`config.mk`:
```
export PLATFORM = sky130hd
export DESIGN_NAME = hazard_scoreboard_unit_flat
export DESIGN_NICKNAME = d
export VERILOG_FILES = /design/src/rtl/hazard_scoreboard_unit_if.sv /design/src/rtl/hazard_scoreboard_unit.sv /design/src/flat_wrapper.sv
export SDC_FILE = /design/constraint.sdc
export NUM_CORES = 1
export LEC_CHECK = 0
export ABC_AREA = 0
export BUFFER_PORTS_ARGS = -buffer_cell sky130_fd_sc_hd__clkbuf_2
export CAP_MARGIN = 15
export CORE_AREA = 2 2 86 88
export CTS_CLUSTER_DIAMETER = 60
export DETAILED_ROUTE_END_ITERATION = 16
export DIE_AREA = 0 0 88 90
export PLACE_DENSITY = 0.85
export SLEW_MARGIN = 20
export SYNTH_ARGS = -nofsm -noshare
export SYNTH_HDL_FRONTEND = slang
export SYNTH_SLANG_ARGS = --single-unit
```
`constraint.sdc`:
```
create_clock -name clk -period 6.45 [get_ports clk]
set_input_delay 0.9675 -clock clk [delete_from_list [all_inputs] [get_ports clk]]
set_output_delay 0.9675 -clock clk [all_outputs]
set_load 0.02 [all_outputs]
```
`src/rtl/hazard_scoreboard_unit_if.sv`:
```
// ---------------------------------------------------------------------------
// hazard_scoreboard_unit_if
// Bundles every decode/execute-boundary signal of the hazard scoreboard.
//   master : core side. Drives decode operands, forwarding-stage status,
//            long-op issue/complete and redirects. Receives the mux selects,
//            stall/flush, the pending count, the error flag and the counters.
//   slave  : the hazard_scoreboard_unit itself (mirror of master).
// Parameters must match the ones given to hazard_scoreboard_unit.
// ---------------------------------------------------------------------------
interface hazard_scoreboard_unit_if #(
  parameter int NUM_REGS    = 32,
  parameter int FWD_STAGES  = 2,
  parameter int MAX_PENDING = 4
);
  localparam int REG_AW = $clog2(NUM_REGS);
  localparam int SEL_W  = $clog2(FWD_STAGES + 1);
  localparam int CNT_W  = $clog2(MAX_PENDING + 1);

  // decode slot
  logic                         id_valid;
  logic [REG_AW-1:0]            raddr1;
  logic [REG_AW-1:0]            raddr2;
  logic                         rs1_used;
  logic                         rs2_used;
  // downstream stages, stage 0 is the youngest
  logic [FWD_STAGES*REG_AW-1:0] fwd_rd;
  logic [FWD_STAGES-1:0]        fwd_reg_wr;
  logic [FWD_STAGES-1:0]        fwd_data_rdy;
  // long-latency op tracking
  logic                         issue_long;
  logic [REG_AW-1:0]            issue_rd;
  logic                         long_done;
  logic [REG_AW-1:0]            long_done_rd;
  // redirects and external hold
  logic                         branch_taken;
  logic                         epc_taken;
  logic                         ext_stall;
  // results
  logic [SEL_W-1:0]             forw_a_sel;
  logic [SEL_W-1:0]             forw_b_sel;
  logic                         stall;
  logic                         flush;
  logic [CNT_W-1:0]             pending_cnt;
  logic                         sb_err;
  logic [31:0]                  stall_cycles;
  logic [31:0]                  flush_events;

  modport master (
    output id_valid, raddr1, raddr2, rs1_used, rs2_used,
           fwd_rd, fwd_reg_wr, fwd_data_rdy,
           issue_long, issue_rd, long_done, long_done_rd,
           branch_taken, epc_taken, ext_stall,
    input  forw_a_sel, forw_b_sel, stall, flush,
           pending_cnt, sb_err, stall_cycles, flush_events
  );

  modport slave (
    input  id_valid, raddr1, raddr2, rs1_used, rs2_used,
           fwd_rd, fwd_reg_wr, fwd_data_rdy,
           issue_long, issue_rd, long_done, long_done_rd,
           branch_taken, epc_taken, ext_stall,
    output forw_a_sel, forw_b_sel, stall, flush,
           pending_cnt, sb_err, stall_cycles, flush_events
  );
endinterface

```
`src/rtl/hazard_scoreboard_unit.sv`:
```
// ---------------------------------------------------------------------------
// hazard_scoreboard_unit
// Decode/execute boundary hazard logic: N-stage priority forwarding,
// load-use detection, a per-register busy scoreboard for long-latency ops
// with an outstanding-op limit, and a multi-cycle flush hold.
//
// Ports:
//   clk    : clock
//   rst_n  : asynchronous active-low reset (clears scoreboard, counters)
//   bus    : hazard_scoreboard_unit_if.slave, all operand/status inputs and
//            forw_a_sel/forw_b_sel/stall/flush (combinational) plus
//            pending_cnt/sb_err/stall_cycles/flush_events (registered).
//
// Build option: define HAZARD_PERF_CNT_EN to get the stall_cycles and
// flush_events counters; otherwise both outputs are tied to zero.
// ---------------------------------------------------------------------------
module hazard_scoreboard_unit #(
  parameter int NUM_REGS     = 32,
  parameter int FWD_STAGES   = 2,
  parameter int MAX_PENDING  = 4,
  parameter int FLUSH_CYCLES = 1
) (
  input  logic                    clk,
  input  logic                    rst_n,
  hazard_scoreboard_unit_if.slave bus
);
  localparam int REG_AW = $clog2(NUM_REGS);
  localparam int SEL_W  = $clog2(FWD_STAGES + 1);
  localparam int CNT_W  = $clog2(MAX_PENDING + 1);
  // FLUSH_CYCLES=1 needs no hold state, but keep one bit so the counter exists
  localparam int FC_W   = (FLUSH_CYCLES > 1) ? $clog2(FLUSH_CYCLES) : 1;

  localparam logic [CNT_W-1:0]    PEND_MAX     = CNT_W'(MAX_PENDING);
  localparam logic [FC_W-1:0]     FLUSH_RELOAD = FC_W'(FLUSH_CYCLES - 1);
  localparam logic [NUM_REGS-1:0] ONE_HOT0     = NUM_REGS'(1);

  // state
  logic [NUM_REGS-1:0] r_busy;
  logic [CNT_W-1:0]    r_pending;
  logic [FC_W-1:0]     r_flush_cnt;
  logic                r_sb_err;

  // combinational
  logic [SEL_W-1:0]    w_sel_a;
  logic [SEL_W-1:0]    w_sel_b;
  logic                w_lu_a;
  logic                w_lu_b;
  logic                w_load_use;
  logic                w_sb_hazard;
  logic                w_waw;
  logic                w_capacity;
  logic                w_redirect;
  logic                w_flush;
  logic                w_stall;
  logic                w_accept;
  logic                w_done_ok;
  logic                w_done_bad;
  logic [NUM_REGS-1:0] w_set_mask;
  logic [NUM_REGS-1:0] w_clr_mask;
  logic [NUM_REGS-1:0] w_busy_nxt;
  logic [CNT_W-1:0]    w_pend_nxt;

  // Scan stages youngest first. The first ready match supplies the operand;
  // a not-ready match seen before it means the value is still in flight.
  // Returns {not_ready_hit, select}.
  function automatic logic [SEL_W:0] resolve_src(
    input logic [REG_AW-1:0]            src,
    input logic [FWD_STAGES*REG_AW-1:0] rd_v,
    input logic [FWD_STAGES-1:0]        wr_v,
    input logic [FWD_STAGES-1:0]        rdy_v
  );
    logic [SEL_W-1:0]  sel;
    logic              lu;
    logic              found;
    logic [REG_AW-1:0] rd;
    sel   = '0;
    lu    = 1'b0;
    found = 1'b0;
    for (int i = 0; i < FWD_STAGES; i++) begin
      rd = rd_v[i*REG_AW +: REG_AW];
      if (!found && wr_v[i] && (rd != '0) && (rd == src)) begin
        if (rdy_v[i]) begin
          sel   = SEL_W'(i + 1);
          found = 1'b1;
        end else begin
          lu = 1'b1;
        end
      end
    end
    return {lu, sel};
  endfunction

  // Forwarding selects and per-source load-use detection
  always_comb begin
    {w_lu_a, w_sel_a} = resolve_src(bus.raddr1, bus.fwd_rd, bus.fwd_reg_wr, bus.fwd_data_rdy);
    {w_lu_b, w_sel_b} = resolve_src(bus.raddr2, bus.fwd_rd, bus.fwd_reg_wr, bus.fwd_data_rdy);
  end

  // Hazard classification, stall and flush
  always_comb begin
    w_redirect  = bus.branch_taken | bus.epc_taken;
    w_flush     = w_redirect | (r_flush_cnt != '0);
    w_load_use  = (bus.rs1_used & w_lu_a) | (bus.rs2_used & w_lu_b);
    // a completion in this same cycle does not bypass the busy bit
    w_sb_hazard = bus.id_valid & ((bus.rs1_used & r_busy[bus.raddr1]) |
                                  (bus.rs2_used & r_busy[bus.raddr2]));
    w_waw       = bus.id_valid & bus.issue_long & r_busy[bus.issue_rd];
    // capacity is judged on the registered count, ignoring a same-cycle completion
    w_capacity  = bus.id_valid & bus.issue_long & (bus.issue_rd != '0) &
                  (r_pending == PEND_MAX);
    w_stall     = bus.ext_stall |
                  ((w_load_use | w_sb_hazard | w_waw | w_capacity) & ~w_flush);
  end

  // Scoreboard next state: issue sets, completion clears
  always_comb begin
    w_accept   = bus.id_valid & bus.issue_long & ~w_stall & ~w_flush & (bus.issue_rd != '0);
    w_done_ok  = bus.long_done & r_busy[bus.long_done_rd];
    w_done_bad = bus.long_done & ~r_busy[bus.long_done_rd];
    w_set_mask = w_accept  ? (ONE_HOT0 << bus.issue_rd)     : '0;
    w_clr_mask = w_done_ok ? (ONE_HOT0 << bus.long_done_rd) : '0;
    // set applied after clear so a same-register issue+complete ends busy
    w_busy_nxt = (r_busy & ~w_clr_mask) | w_set_mask;
    case ({w_accept, w_done_ok})
      2'b10:   w_pend_nxt = r_pending + CNT_W'(1);
      2'b01:   w_pend_nxt = r_pending - CNT_W'(1);
      default: w_pend_nxt = r_pending;
    endcase
  end

  // Busy bits and outstanding-op count
  always_ff @(posedge clk or negedge rst_n) begin
    if (!rst_n) begin
      r_busy    <= '0;
      r_pending <= '0;
    end else begin
      r_busy    <= w_busy_nxt;
      r_pending <= w_pend_nxt;
    end
  end

  // Flush hold counter, reloaded by every redirect
  always_ff @(posedge clk or negedge rst_n) begin
    if (!rst_n) begin
      r_flush_cnt <= '0;
    end else if (w_redirect) begin
      r_flush_cnt <= FLUSH_RELOAD;
    end else if (r_flush_cnt != '0) begin
      r_flush_cnt <= r_flush_cnt - FC_W'(1);
    end else begin
      r_flush_cnt <= r_flush_cnt;
    end
  end

  // Sticky error on completion of a register that was not busy
  always_ff @(posedge clk or negedge rst_n) begin
    if (!rst_n) begin
      r_sb_err <= 1'b0;
    end else if (w_done_bad) begin
      r_sb_err <= 1'b1;
    end else begin
      r_sb_err <= r_sb_err;
    end
  end

`ifdef HAZARD_PERF_CNT_EN
  logic [31:0] r_stall_cycles;
  logic [31:0] r_flush_events;

  // Free-running performance counters, wrap naturally at 2^32
  always_ff @(posedge clk or negedge rst_n) begin
    if (!rst_n) begin
      r_stall_cycles <= 32'd0;
      r_flush_events <= 32'd0;
    end else begin
      r_stall_cycles <= r_stall_cycles + {31'd0, w_stall};
      r_flush_events <= r_flush_events + {31'd0, w_redirect};
    end
  end

  assign bus.stall_cycles = r_stall_cycles;
  assign bus.flush_events = r_flush_events;
`else
  assign bus.stall_cycles = 32'd0;
  assign bus.flush_events = 32'd0;
`endif

  assign bus.forw_a_sel  = w_sel_a;
  assign bus.forw_b_sel  = w_sel_b;
  assign bus.stall       = w_stall;
  assign bus.flush       = w_flush;
  assign bus.pending_cnt = r_pending;
  assign bus.sb_err      = r_sb_err;
endmodule
```
`src/flat_wrapper.sv`:
```
// flat-port wrapper written by rule: the top's interface ports become plain ports
module hazard_scoreboard_unit_flat 
#(
  parameter int NUM_REGS     = 32,
  parameter int FWD_STAGES   = 2,
  parameter int MAX_PENDING  = 4,
  parameter int FLUSH_CYCLES = 1
)
  (clk, rst_n, bus_id_valid, bus_raddr1, bus_raddr2, bus_rs1_used, bus_rs2_used, bus_fwd_rd, bus_fwd_reg_wr, bus_fwd_data_rdy, bus_issue_long, bus_issue_rd, bus_long_done, bus_long_done_rd, bus_branch_taken, bus_epc_taken, bus_ext_stall, bus_forw_a_sel, bus_forw_b_sel, bus_stall, bus_flush, bus_pending_cnt, bus_sb_err, bus_stall_cycles, bus_flush_events);
  hazard_scoreboard_unit_if #(.NUM_REGS(NUM_REGS), .FWD_STAGES(FWD_STAGES), .MAX_PENDING(MAX_PENDING)) bus_i ();
  input  logic clk;
  input  logic rst_n;
  input wire logic [$bits(bus_i.id_valid)-1:0] bus_id_valid;
  input wire logic [$bits(bus_i.raddr1)-1:0] bus_raddr1;
  input wire logic [$bits(bus_i.raddr2)-1:0] bus_raddr2;
  input wire logic [$bits(bus_i.rs1_used)-1:0] bus_rs1_used;
  input wire logic [$bits(bus_i.rs2_used)-1:0] bus_rs2_used;
  input wire logic [$bits(bus_i.fwd_rd)-1:0] bus_fwd_rd;
  input wire logic [$bits(bus_i.fwd_reg_wr)-1:0] bus_fwd_reg_wr;
  input wire logic [$bits(bus_i.fwd_data_rdy)-1:0] bus_fwd_data_rdy;
  input wire logic [$bits(bus_i.issue_long)-1:0] bus_issue_long;
  input wire logic [$bits(bus_i.issue_rd)-1:0] bus_issue_rd;
  input wire logic [$bits(bus_i.long_done)-1:0] bus_long_done;
  input wire logic [$bits(bus_i.long_done_rd)-1:0] bus_long_done_rd;
  input wire logic [$bits(bus_i.branch_taken)-1:0] bus_branch_taken;
  input wire logic [$bits(bus_i.epc_taken)-1:0] bus_epc_taken;
  input wire logic [$bits(bus_i.ext_stall)-1:0] bus_ext_stall;
  output wire logic [$bits(bus_i.forw_a_sel)-1:0] bus_forw_a_sel;
  output wire logic [$bits(bus_i.forw_b_sel)-1:0] bus_forw_b_sel;
  output wire logic [$bits(bus_i.stall)-1:0] bus_stall;
  output wire logic [$bits(bus_i.flush)-1:0] bus_flush;
  output wire logic [$bits(bus_i.pending_cnt)-1:0] bus_pending_cnt;
  output wire logic [$bits(bus_i.sb_err)-1:0] bus_sb_err;
  output wire logic [$bits(bus_i.stall_cycles)-1:0] bus_stall_cycles;
  output wire logic [$bits(bus_i.flush_events)-1:0] bus_flush_events;
  assign bus_i.id_valid = bus_id_valid;
  assign bus_i.raddr1 = bus_raddr1;
  assign bus_i.raddr2 = bus_raddr2;
  assign bus_i.rs1_used = bus_rs1_used;
  assign bus_i.rs2_used = bus_rs2_used;
  assign bus_i.fwd_rd = bus_fwd_rd;
  assign bus_i.fwd_reg_wr = bus_fwd_reg_wr;
  assign bus_i.fwd_data_rdy = bus_fwd_data_rdy;
  assign bus_i.issue_long = bus_issue_long;
  assign bus_i.issue_rd = bus_issue_rd;
  assign bus_i.long_done = bus_long_done;
  assign bus_i.long_done_rd = bus_long_done_rd;
  assign bus_i.branch_taken = bus_branch_taken;
  assign bus_i.epc_taken = bus_epc_taken;
  assign bus_i.ext_stall = bus_ext_stall;
  assign bus_forw_a_sel = bus_i.forw_a_sel;
  assign bus_forw_b_sel = bus_i.forw_b_sel;
  assign bus_stall = bus_i.stall;
  assign bus_flush = bus_i.flush;
  assign bus_pending_cnt = bus_i.pending_cnt;
  assign bus_sb_err = bus_i.sb_err;
  assign bus_stall_cycles = bus_i.stall_cycles;
  assign bus_flush_events = bus_i.flush_events;
  hazard_scoreboard_unit #(.NUM_REGS(NUM_REGS), .FWD_STAGES(FWD_STAGES), .MAX_PENDING(MAX_PENDING), .FLUSH_CYCLES(FLUSH_CYCLES)) u_core (.clk(clk), .rst_n(rst_n), .bus(bus_i));
endmodule
```
; Yosys cells after proc, flatten, opt, wreduce, memory -nomap -nowiden
; Index checks and enable logic that the tools add are counted.
[word_totals]
out_inout_bits = 74
reg_bits = 37
word_cells = 94
[classes]
order_cmp = 4
n_eq_ne = 7
shift = 2
n_reduce_logical = 15
addsub = 3
bitwise_logic = 29
n_mux = 30
[op_table]
columns = operator, n
row1 = $mux 32, 2
row2 = $shl 1x5->32 const A, 2
row3 = $and 32x32->32, 1
row4 = $not 32->32, 1
row5 = $or 32x32->32, 1
row6 = $lt 5x6->1 const B, 4
row7 = $bmux 1 s5, 4
row8 = $eq 5x5->1, 4
row9 = $mux 1, 18
row10 = $and 1x1->1, 15
row11 = $reduce_bool 5->1, 3
row12 = $mux 2, 5
row13 = $logic_and 1x1->1, 9
row14 = $or 1x1->1, 8
row15 = $pmux 3 s2, 1
row16 = $add 3x1->3 const B, 1
row17 = $eq 3x3->1 const B, 1
row18 = $not 1->1, 3
row19 = $sub 3x1->3 const B, 1
row20 = $eq 2x1->1 const B, 1
row21 = $eq 2x2->1 const B, 1
row22 = $logic_not 1->1, 2
row23 = $reduce_bool 2->1, 1
row24 = $sub 1x1->1 const B, 1

; Depth between registers and ports, before layout
; Gate-level depths: netlist of run 1.
[logic_depth]
word_depth = 22
mapped_depth = 15
depth_no_buf = 13

; Least setup slack after synthesis of run 1
; Ideal clock, no wire load.
[synth_timing]
kind = in2out
start = input port bus_raddr1[0]
end = output port bus_stall
stages = 8
path_slack_ns = 2.492
arrival_time_ns = 2.991
cell_sequence = clkbuf_1 mux4_2 or3_1 nand4_1 o22a_1 nand3_2 buf_6 a21o_1
[synth_via]
elab_chain_cells = 15
elab_cells_between_ends = 23
classes_between = eq/ne: 2 / mux: 6 / bitwise: 10 / reduce/logical: 5
[synth_rtl]
columns = item, line_no
row1 = "start, declared", flat_wrapper.sv:14  ; input wire logic [$bits(bus_i.raddr1)-1:0] bus_raddr1;
row2 = $eq 5x5->1, hazard_scoreboard_unit.sv:81  ; if (!found && wr_v[i] && (rd != '0) && (rd == src)) begin
row3 = $logic_and 1x1->1, hazard_scoreboard_unit.sv:81
row4 = $mux 1, hazard_scoreboard_unit.sv:81
row5 = $logic_not 1->1, hazard_scoreboard_unit.sv:81
row6 = $logic_and 1x1->1 (3 in a row), hazard_scoreboard_unit.sv:81
row7 = $mux 1, hazard_scoreboard_unit.sv:81
row8 = $and 1x1->1, hazard_scoreboard_unit.sv:103  ; w_load_use = (bus.rs1_used & w_lu_a) | (bus.rs2_used & w_lu_b);
row9 = $or 1x1->1, hazard_scoreboard_unit.sv:103
row10 = $or 1x1->1 * (3 in a row), hazard_scoreboard_unit.sv:112  ; ((w_load_use | w_sb_hazard | w_waw | w_capacity) & ~w_flush);
row11 = $and 1x1->1 *, hazard_scoreboard_unit.sv:112
row12 = $or 1x1->1 *, hazard_scoreboard_unit.sv:111  ; w_stall = bus.ext_stall |
row13 = "end, declared", flat_wrapper.sv:30  ; output wire logic [$bits(bus_i.stall)-1:0] bus_stall;
; Mark *: on every way between the ends. The rest lies on a longest branch, timed or not. The select of a mux whose other input is x is not followed.

; Final worst setup path of run 1
[layout_timing]
start = input port bus_issue_rd[1]
end = output port bus_stall
[layout_via]
elab_chain_cells = 7
elab_cells_between_ends = 10
classes_between = mux: 2 / bitwise: 7 / reduce/logical: 1
[layout_rtl]
columns = item, line_no
row1 = "start, declared", flat_wrapper.sv:22  ; input wire logic [$bits(bus_i.issue_rd)-1:0] bus_issue_rd;
row2 = $bmux 1 s5, hazard_scoreboard_unit.sv:107  ; w_waw = bus.id_valid & bus.issue_long & r_busy[bus.issue_rd];
row3 = $mux 1 (implied by the code), hazard_scoreboard_unit.sv:107
row4 = $and 1x1->1, hazard_scoreboard_unit.sv:107
row5 = $or 1x1->1, hazard_scoreboard_unit.sv:112
row6 = $or 1x1->1 *, hazard_scoreboard_unit.sv:112
row7 = $and 1x1->1 *, hazard_scoreboard_unit.sv:112
row8 = $or 1x1->1 *, hazard_scoreboard_unit.sv:111
; Marked as above.

==> results.ini, run 1 <==
[status]
status=finished, final reports clean

[synthesis]
post-synth-top-area-cell=dfrtp_1
yosysWarningCount=0
ys_seq_area_share_pct=23.24
synth_enable_flop_cells=0
avgSynthCellArea_um2=10.48
ys_async_sr_fraction_pct=100.0
post-synth-top-area-fraction_pct=23.24
synth.area.top_cells=dfrtp_1 (23%), mux4_2 (19%), buf_4 (13%)
flop_and_latch_count_out_of_synthesis=36
post_synth_inst_count=370
netlist-cell-type-count=51
synth_top_flop_cell=dfrtp_1
synth_area_mm2=0.003876

[timing]
finClkSkew_ns=0.005384
fin_tns_setup_ns=0
report.final.setup_viol=0
transition_time_at_the_pin_with_the_least_slew_margin_ns=1.010
final_max_slew_viol_count=0
grt_setup_unrepaired=no
layout_min_cycle_time_ns=4.416
final_min_period_over_clock_period_pct=68.46
final-hold-violation-count=0
timing.max_slew.rel_slack_pct=32.68
fmax_ghz=0.2265

[setup_path]
cp_common_cell=clkbuf_2
worst_path_dominant_cell_family=simple AND/OR/NAND/NOR gates
cp_cell_sequence=clkbuf_2 > or2_1 > o311ai_2 > or4b_1 > nand3_1 > nor4_2 > nand3_2 > buf_4 > a21o_1 > clkbuf_2
path_class=in -> out
worst_path_largest_cell_delay_ns=0.47
critPathSlowestCell=or2_1
data_required_time_of_the_worst_path_ns=5.48
crit_path_end_kind=primary output
crit_fanout=32
worstSetupStartpointType=primary input
critical_path_buf_inv_count=3
worst-endpoint-arrival_ns=3.45

[power]
comb_power_share_pct=33.9
peakVddDrop_mv=0.1355
cell_internal_pwr_w=0.0004038
switching_power_w=0.0002522
clkPwrFrac_pct=25.6
power.share.sequential_pct=40.5
switching_share_pct=38.45
power_density_mw_per_mm2=164.8
leakage_nw=1.749

[floorplanning]
floorplan.die_area_mm2=0.007920
pin_count=118
design.core.area_mm2=0.007020
floorplan.initialDensity_pct=55.21
num_rows=31
die_width_um=88
chipHeight_um=90

[drt]
antenna_violating_nets_post_route=0
detail_route.wl_per_cell_um=19.76
drtPass1Iterations=5
post-route-drc-count=0
first_iter_violations=295
via_count=3176
route.detailed.vias_per_inst=6.327
route.final.wire_length_um=9921

[placement]
routabilityCongestion=0.9521
port_buffers=53
cell_area_reported_after_detailed_placement_mm2=0.003889
dp.cells=494
place.detailed.hpwl_um=7286

[final_layout]
nets=448
leading_cell_type_in_the_layout_fill_and_taps_excluded=conb_1
finalInstanceArea_mm2=0.003981
area_delta_synth_final_pct=2.711
layout.core_utilization_pct=56.71
most-common-layout-cells=conb_1 (64), clkbuf_2 (53), dfrtp_1 (36)
drive_gt1_share_pct=31.51
num_antenna_cells=0
post_layout_nonfiller_instances=502

[grt]
grt_max_degree=37
grt_antenna_before_repair=0
grt_remaining_overflow=0
groute.usage.overall_pct=25.43
grt_first_pass_wirelength_um=15630
grt_pass1_vias=3022

[clocking]
cts_resized=0
depth_of_the_cts_h_tree=2
cts_hold_repair.buffers=0
postCtsSetupRepairBufs=0
cts_buffers=5
tritoncts=yes
clock_tree.root_cell=clkbuf_8
path_clk_slew_ns=0.07
clkSinkCount=36
clock_latency_ns=0.30
max-clock-path-buffers=2

[hold_path]
min_path_type=reg -> reg

[flow_run]
cap_viol_max_count=0

cell type report:
cell class,instances,area [um^2]
clock buffer,6,82.58
timing repair buffer,54,272.8
sequential,36,900.9
inverter,6,22.52
multi-input combinational,299,2569
fill,585,3039
tap,99,123.9
clock inverter,2,10.01
power groups by stage:
stage                     logic [W]  clock network, W  registers [W]
final                      0.000222          0.000168       0.000266
after floorplan            0.000189                 0       0.000271
after detailed placement   0.000219                 0       0.000269
after global placement     0.000214                 0       0.000268
after CTS                  0.000220          0.000171       0.000265
after global routing       0.000241          0.000181       0.000267
cell usage after synthesis (3+ instances only):
| library cell | n |
|---|---|
| nand3_1 | 7 |
| mux4_2 | 32 |
| a21oi_1 | 4 |
| xor2_1 | 9 |
| xnor2_1 | 14 |
| o21ai_1 | 5 |
| buf_2 | 7 |
| nand4_1 | 5 |
| o41ai_2 | 26 |
| buf_1 | 4 |
| buf_4 | 65 |
| nand2_1 | 15 |
| inv_1 | 5 |
| dfrtp_1 | 36 |
| nor2_1 | 8 |
| nand4b_1 | 4 |
| nor3_1 | 9 |
| clkbuf_1 | 13 |
| nor2b_1 | 6 |
| o21ai_0 | 31 |
| nand2b_1 | 7 |
| mux2i_1 | 11 |
| o211ai_1 | 5 |
| or3_1 | 4 |
| buf_6 | 3 |
worst register-to-register path, stage by stage (launching register included):
cell and delay [ns]:
dfrtp_1 0.45, mux4_2 0.49, o211ai_1 0.24, nand3_1 0.14
nor4_2 0.38, nand4_1 0.15, ha_1 0.25, inv_1 0.07
fa_1 0.17, xor2_1 0.15, nor2_1 0.06, xor2_1 0.14
state kept, by name, summed over array words and instances (netlist names):
name,count
u_core.bus.pending_cnt,3
u_core.r_busy,32
u_core.bus.sb_err,1
metrics by stage:
step	total power (W)	setup slack, ns	hold WS [ns]
2_1_floorplan	0.0004602	2.492	0.5056
3_3_place_gp	0.0004815	2.144	0.4484
3_5_place_dp	0.0004877	2.033	0.4554
4_1_cts	0.0006558	2.030	0.4725
5_1_grt	0.0006892	1.881	0.5027
6_report	0.0006560	2.034	0.4733
metal layers:
| metal | global-route usage [%] | vias up | part of all wire [%] |
|---|---|---|---|
| li1 | - | 1342 | - |
| met1 | 34.95 | 1550 | 38 |
| met2 | 40.53 | 265 | 49 |
| met4 | 8.077 | 0 | 2.0 |
| met3 | 4.775 | 19 | 12 |
| met5 | 0 | - | 0 |
logic make-up (layout without fill, tap and decap cells):
kind of cell,count (synthesis),count (layout),synth area share (%)
compound gates,83,83,19.79
mux,45,45,22.01
simple gates,82,82,12.23
xor+xnor,23,23,5.197
buf+inv,98,68,16.59
flops,36,36,23.24
fa+ha+maj,2,2,0.8392
other cells,1,64,0.09674
worst paths after layout:
check | start | end | slack [ns] | cells past startpoint
worst max-delay path | bus_issue_rd[1] | bus_stall | 2.03 | 10
worst min-delay path | u_core.bus.sb_err$_DFFE_PN0P_ | u_core.bus.sb_err$_DFFE_PN0P_ | 0.47 | 1
worst max register to register | u_core.r_busy[10]$_DFF_PN0_ | u_core.bus.pending_cnt[2]$_DFFE_PN0P_ | 3.64 | 11
worst min register to register | u_core.bus.sb_err$_DFFE_PN0P_ | u_core.bus.sb_err$_DFFE_PN0P_ | 0.47 | 1
max in group asynchronous | rst_n | u_core.r_busy[30]$_DFF_PN0_ | 5.07 | 1
min in group asynchronous | rst_n | u_core.r_busy[13]$_DFF_PN0_ | 0.81 | 1
No activity file was read; power rests on OpenSTA's default activity.
==> run 2: changes to the inputs <==
- ABC_AREA: 0 -> 1
- CORE_AREA: 2 2 86 88 -> 2 2 99 101
- DIE_AREA: 0 0 88 90 -> 0 0 101 103
- PLACE_DENSITY: 0.85 -> 0.77
- clock period: 6.45 -> 3.7 ns (I/O delays scaled with it)
==> run 2 against run 1 <==
Net effect: non-clock buffer count grew 7; worst setup slack lost 1.5 ns; total power grew 92%; synthesized area grew 17%; first-iteration DRC count grew 73%; combinational power grew 93%; count of clock-buffer cells in the layout is the same; core utilization shrank 8.7 points; sequential share of layout area shrank 2.8 points; via count grew 54%; critical path depth grew 3; die area grew 31%; critical path type unchanged; critical endpoint unchanged; highest routed layer unchanged.
==> results.ini, run 2 <==
[setup_path]
path_class=in -> out  ; unchanged
crit-reg2reg-capture=u_core.bus.pending_cnt[2]$_DFFE_PN0P_  ; unchanged
crit_fanout=32  ; unchanged
worst_path_largest_cell_delay_ns=0.40  ; was 0.47 ns
cp_cell_sequence=clkbuf_2 > inv_1 > nand3_1 > o21ai_1 > nor3_1 > nand2_1 > nand3_1 > nor2_1 > nand2_2 > nand2_4 > buf_4 > nand2_1 > clkbuf_2  ; was clkbuf_2 > or2_1 > o311ai_2 > or4b_1 > nand3_1 > nor4_2 > nand3_2 > buf_4 > a21o_1 > clkbuf_2
cp.depth=13  ; was 10
critPathSlowestCell=inv_1  ; was or2_1
endpoint=bus_stall  ; unchanged
critPathLaunch=bus_issue_rd[2]  ; was bus_issue_rd[1]
timing.rr.start=u_core.r_busy[20]$_DFF_PN0_  ; was u_core.r_busy[10]$_DFF_PN0_
worst-endpoint-arrival_ns=2.66  ; was 3.45 ns
crit_path_end_kind=primary output  ; unchanged
critical_path_buf_inv_count=4  ; was 3
data_required_time_of_the_worst_path_ns=3.14  ; was 5.48 ns
worst_path_dominant_cell_family=buffers and inverters  ; was simple AND/OR/NAND/NOR gates
worstSetupStartpointType=primary input  ; unchanged
r2r_cells=18  ; was 11
ff2ff_setup_slack_ns=1.08  ; was 3.64 ns

[timing]
fmax_ghz=0.3114
timing.max_slew.rel_slack_pct=36.14  ; was 32.68%
final_min_period_over_clock_period_pct=86.79
grt_setup_unrepaired=no  ; unchanged
layout_min_cycle_time_ns=3.211
transition_time_at_the_pin_with_the_least_slew_margin_ns=0.9578  ; was 1.010 ns
fin_tns_setup_ns=0  ; unchanged
report.final.setup_viol=0  ; unchanged
final-hold-violation-count=0  ; unchanged
fin_hold_ws_ns=0.4017  ; was 0.4733 ns
final_max_slew_viol_count=0  ; unchanged
finClkSkew_ns=0.009912  ; was 0.005384 ns

[clocking]
postCtsSetupRepairBufs=0  ; unchanged
clkSinkCount=36  ; unchanged
max-clock-path-buffers=2  ; unchanged
cts_buffers=5  ; unchanged
cts_resized=0  ; unchanged
path_clk_slew_ns=0.08  ; was 0.07 ns
tritoncts=yes  ; unchanged
clock_latency_ns=0.30  ; about the same
depth_of_the_cts_h_tree=2  ; unchanged
cts_hold_repair.buffers=0  ; unchanged
clock_tree.root_cell=clkbuf_8  ; unchanged

[floorplanning]
num_rows=36  ; was 31
floorplan.initialDensity_pct=47.75  ; was 55.21%
design.core.area_mm2=0.009459  ; was 0.007020 mm^2
pin_count=118  ; unchanged
floorplan.die_area_mm2=0.01040  ; was 0.007920 mm^2
chipHeight_um=103  ; was 90 um
die_width_um=101  ; was 88 um

[placement]
routabilityCongestion=1.028  ; was 0.9521
place.detailed.hpwl_um=9678  ; was 7286 um
port_buffers=53  ; unchanged

[synthesis]
flop_and_latch_count_out_of_synthesis=36  ; unchanged
post_synth_inst_count=758  ; was 370
post-synth-top-area-fraction_pct=22.11  ; was 23.24%
synth_commonest_cells=nand2_1 (266), nand3_1 (113), nor2_1 (79)  ; was buf_4 (65), dfrtp_1 (36), mux4_2 (32)
ys_async_sr_fraction_pct=100.0  ; unchanged
synth_top_flop_cell=dfrtp_1  ; unchanged
ys_seq_area_share_pct=19.94  ; was 23.24%
netlist-cell-type-count=37  ; was 51
post-synth-top-count-cell=nand2_1  ; was buf_4
avgSynthCellArea_um2=5.959  ; was 10.48 um^2
synth_enable_flop_cells=0  ; unchanged
post-synth-top-area-cell=nand2_1  ; was dfrtp_1
synth.area.top_cells=nand2_1 (22%), dfrtp_1 (20%), nand3_1 (13%)  ; was dfrtp_1 (23%), mux4_2 (19%), buf_4 (13%)
synth_area_mm2=0.004517  ; was 0.003876 mm^2
yosysWarningCount=0  ; unchanged

[final_layout]
area_delta_synth_final_pct=0.6371  ; was 2.711%
nets=831  ; was 448
leading_cell_type_in_the_layout_fill_and_taps_excluded=nand2_1  ; was conb_1
most-common-layout-cells=nand2_1 (266), nand3_1 (113), nor2_1 (78)  ; was conb_1 (64), clkbuf_2 (53), dfrtp_1 (36)
largest_register=u_core.r_busy  ; unchanged
drive_gt1_share_pct=12.72  ; was 31.51%
num_antenna_cells=0  ; unchanged
largest_register_ff_count=32  ; unchanged

[drt]
route.detailed.vias_per_inst=5.442  ; was 6.327
antenna_violating_nets_post_route=0  ; unchanged
first_iter_violations=510  ; was 295
detail_route.wl_per_cell_um=15.47  ; was 19.76 um
route.final.wire_length_um=13920  ; was 9921 um
via_count=4898  ; was 3176
drtPass1Iterations=6  ; was 5
post-route-drc-count=0  ; unchanged

[power]
leakage_nw=2.337  ; was 1.749 nW
power_density_mw_per_mm2=277.5  ; was 164.8 mW/mm^2
peakVddDrop_mv=0.2616  ; was 0.1355 mV

[grt]
grt_max_degree=37  ; unchanged
grt_pass1_vias=4346  ; was 3022
groute.usage.overall_pct=27.19  ; was 25.43%
grt_antenna_before_repair=0  ; unchanged
grt_remaining_overflow=0  ; unchanged
grt_first_pass_wirelength_um=22250  ; was 15630 um

[status]
status=finished, final reports clean  ; unchanged

[hold_path]
min_path_type=in -> async  ; was reg -> reg

[flow_run]
cap_viol_max_count=0  ; unchanged

-- run 2: cell count changes after synthesis, moves of 32 or more --
cell and delta:
nand2_1 +251, nand4_1 +32, nor2_1 +71, inv_1 +38
mux4_2 -32, nand3_1 +106
-- run 2: worst min-delay path by stage --
stage	start	slack (ns)	cells after the start	endpoint
after floorplan	rst_n	0.26	0	u_core.bus.pending_cnt[0]$_DFFE_PN0P_
after global placement	u_core.bus.sb_err$_DFFE_PN0P_	0.44	1	u_core.bus.sb_err$_DFFE_PN0P_
after detailed placement	u_core.bus.sb_err$_DFFE_PN0P_	0.45	1	u_core.bus.sb_err$_DFFE_PN0P_
after CTS	rst_n	0.43	1	u_core.r_busy[22]$_DFF_PN0_
after global routing	rst_n	0.48	1	u_core.r_busy[12]$_DFF_PN0_
final	rst_n	0.40	1	u_core.r_busy[28]$_DFF_PN0_
-- run 2: power breakdown --
part           internal (W)  switching, W  leakage [nW]
sequential         0.000424     0.0000511         0.487
combinational      0.000119      0.000310          1.79
clock              0.000200      0.000157        0.0552
-- run 2: logic make-up after synthesis --
family                     after synthesis  share of synthesized area, %
adders and majority gates                2                        0.7202
xor gates and xnor gates                10                         1.939
AOI/OAI and AO/OA                       27                         3.768
other                                    1                       0.08302
DFF                                     36                         19.94
buffers and inverters                  158                         22.11
and+or+nand+nor                        524                         51.44
-- run 2: worst register-to-register path: cells and delay by family, from the launching register on --
kind,cells,cell delay [ns]
AOI/OAI and AO/OA,3,0.41
xor gates and xnor gates,1,0.13
adders and majority gates,2,0.51
buffers and inverters,2,0.16
DFF,1,0.44
and+or+nand+nor,10,0.86
-- run 2: area by class of cell --
type / instances / area [um^2]
timing repair buffer: 61 / 325.3
multi-input combinational: 627 / 2856
clock buffer: 6 / 72.57
tap: 114 / 142.6
inverter: 54 / 212.7
fill: 1021 / 4913
sequential: 36 / 900.9
clock inverter: 2 / 35.03
-- run 2: per-stage QoR --
stage / worst slack [ns] / instances / power [W] / instance area [um^2] / util, %
3_3_place_gp: 0.4953 / 892 / 0.0009009 / 4438 / 46.92
5_1_grt: 0.2598 / 900 / 0.001327 / 4546 / 48.06
2_1_floorplan: 0.9597 / 821 / 0.0008408 / 4753 / -
3_5_place_dp: 0.4961 / 892 / 0.0009022 / 4438 / 46.92
6_report: 0.4886 / 900 / 0.001261 / 4546 / 48.06
4_1_cts: 0.4825 / 900 / 0.001254 / 4546 / 48.06
-- run 2: per-layer routing --
layer | GRT usage, % | part of all wire, %
met5 | 0 | 0
met4 | 12.16 | 3.7
met3 | 3.119 | 10
met2 | 43.54 | 44
met1 | 37.08 | 41
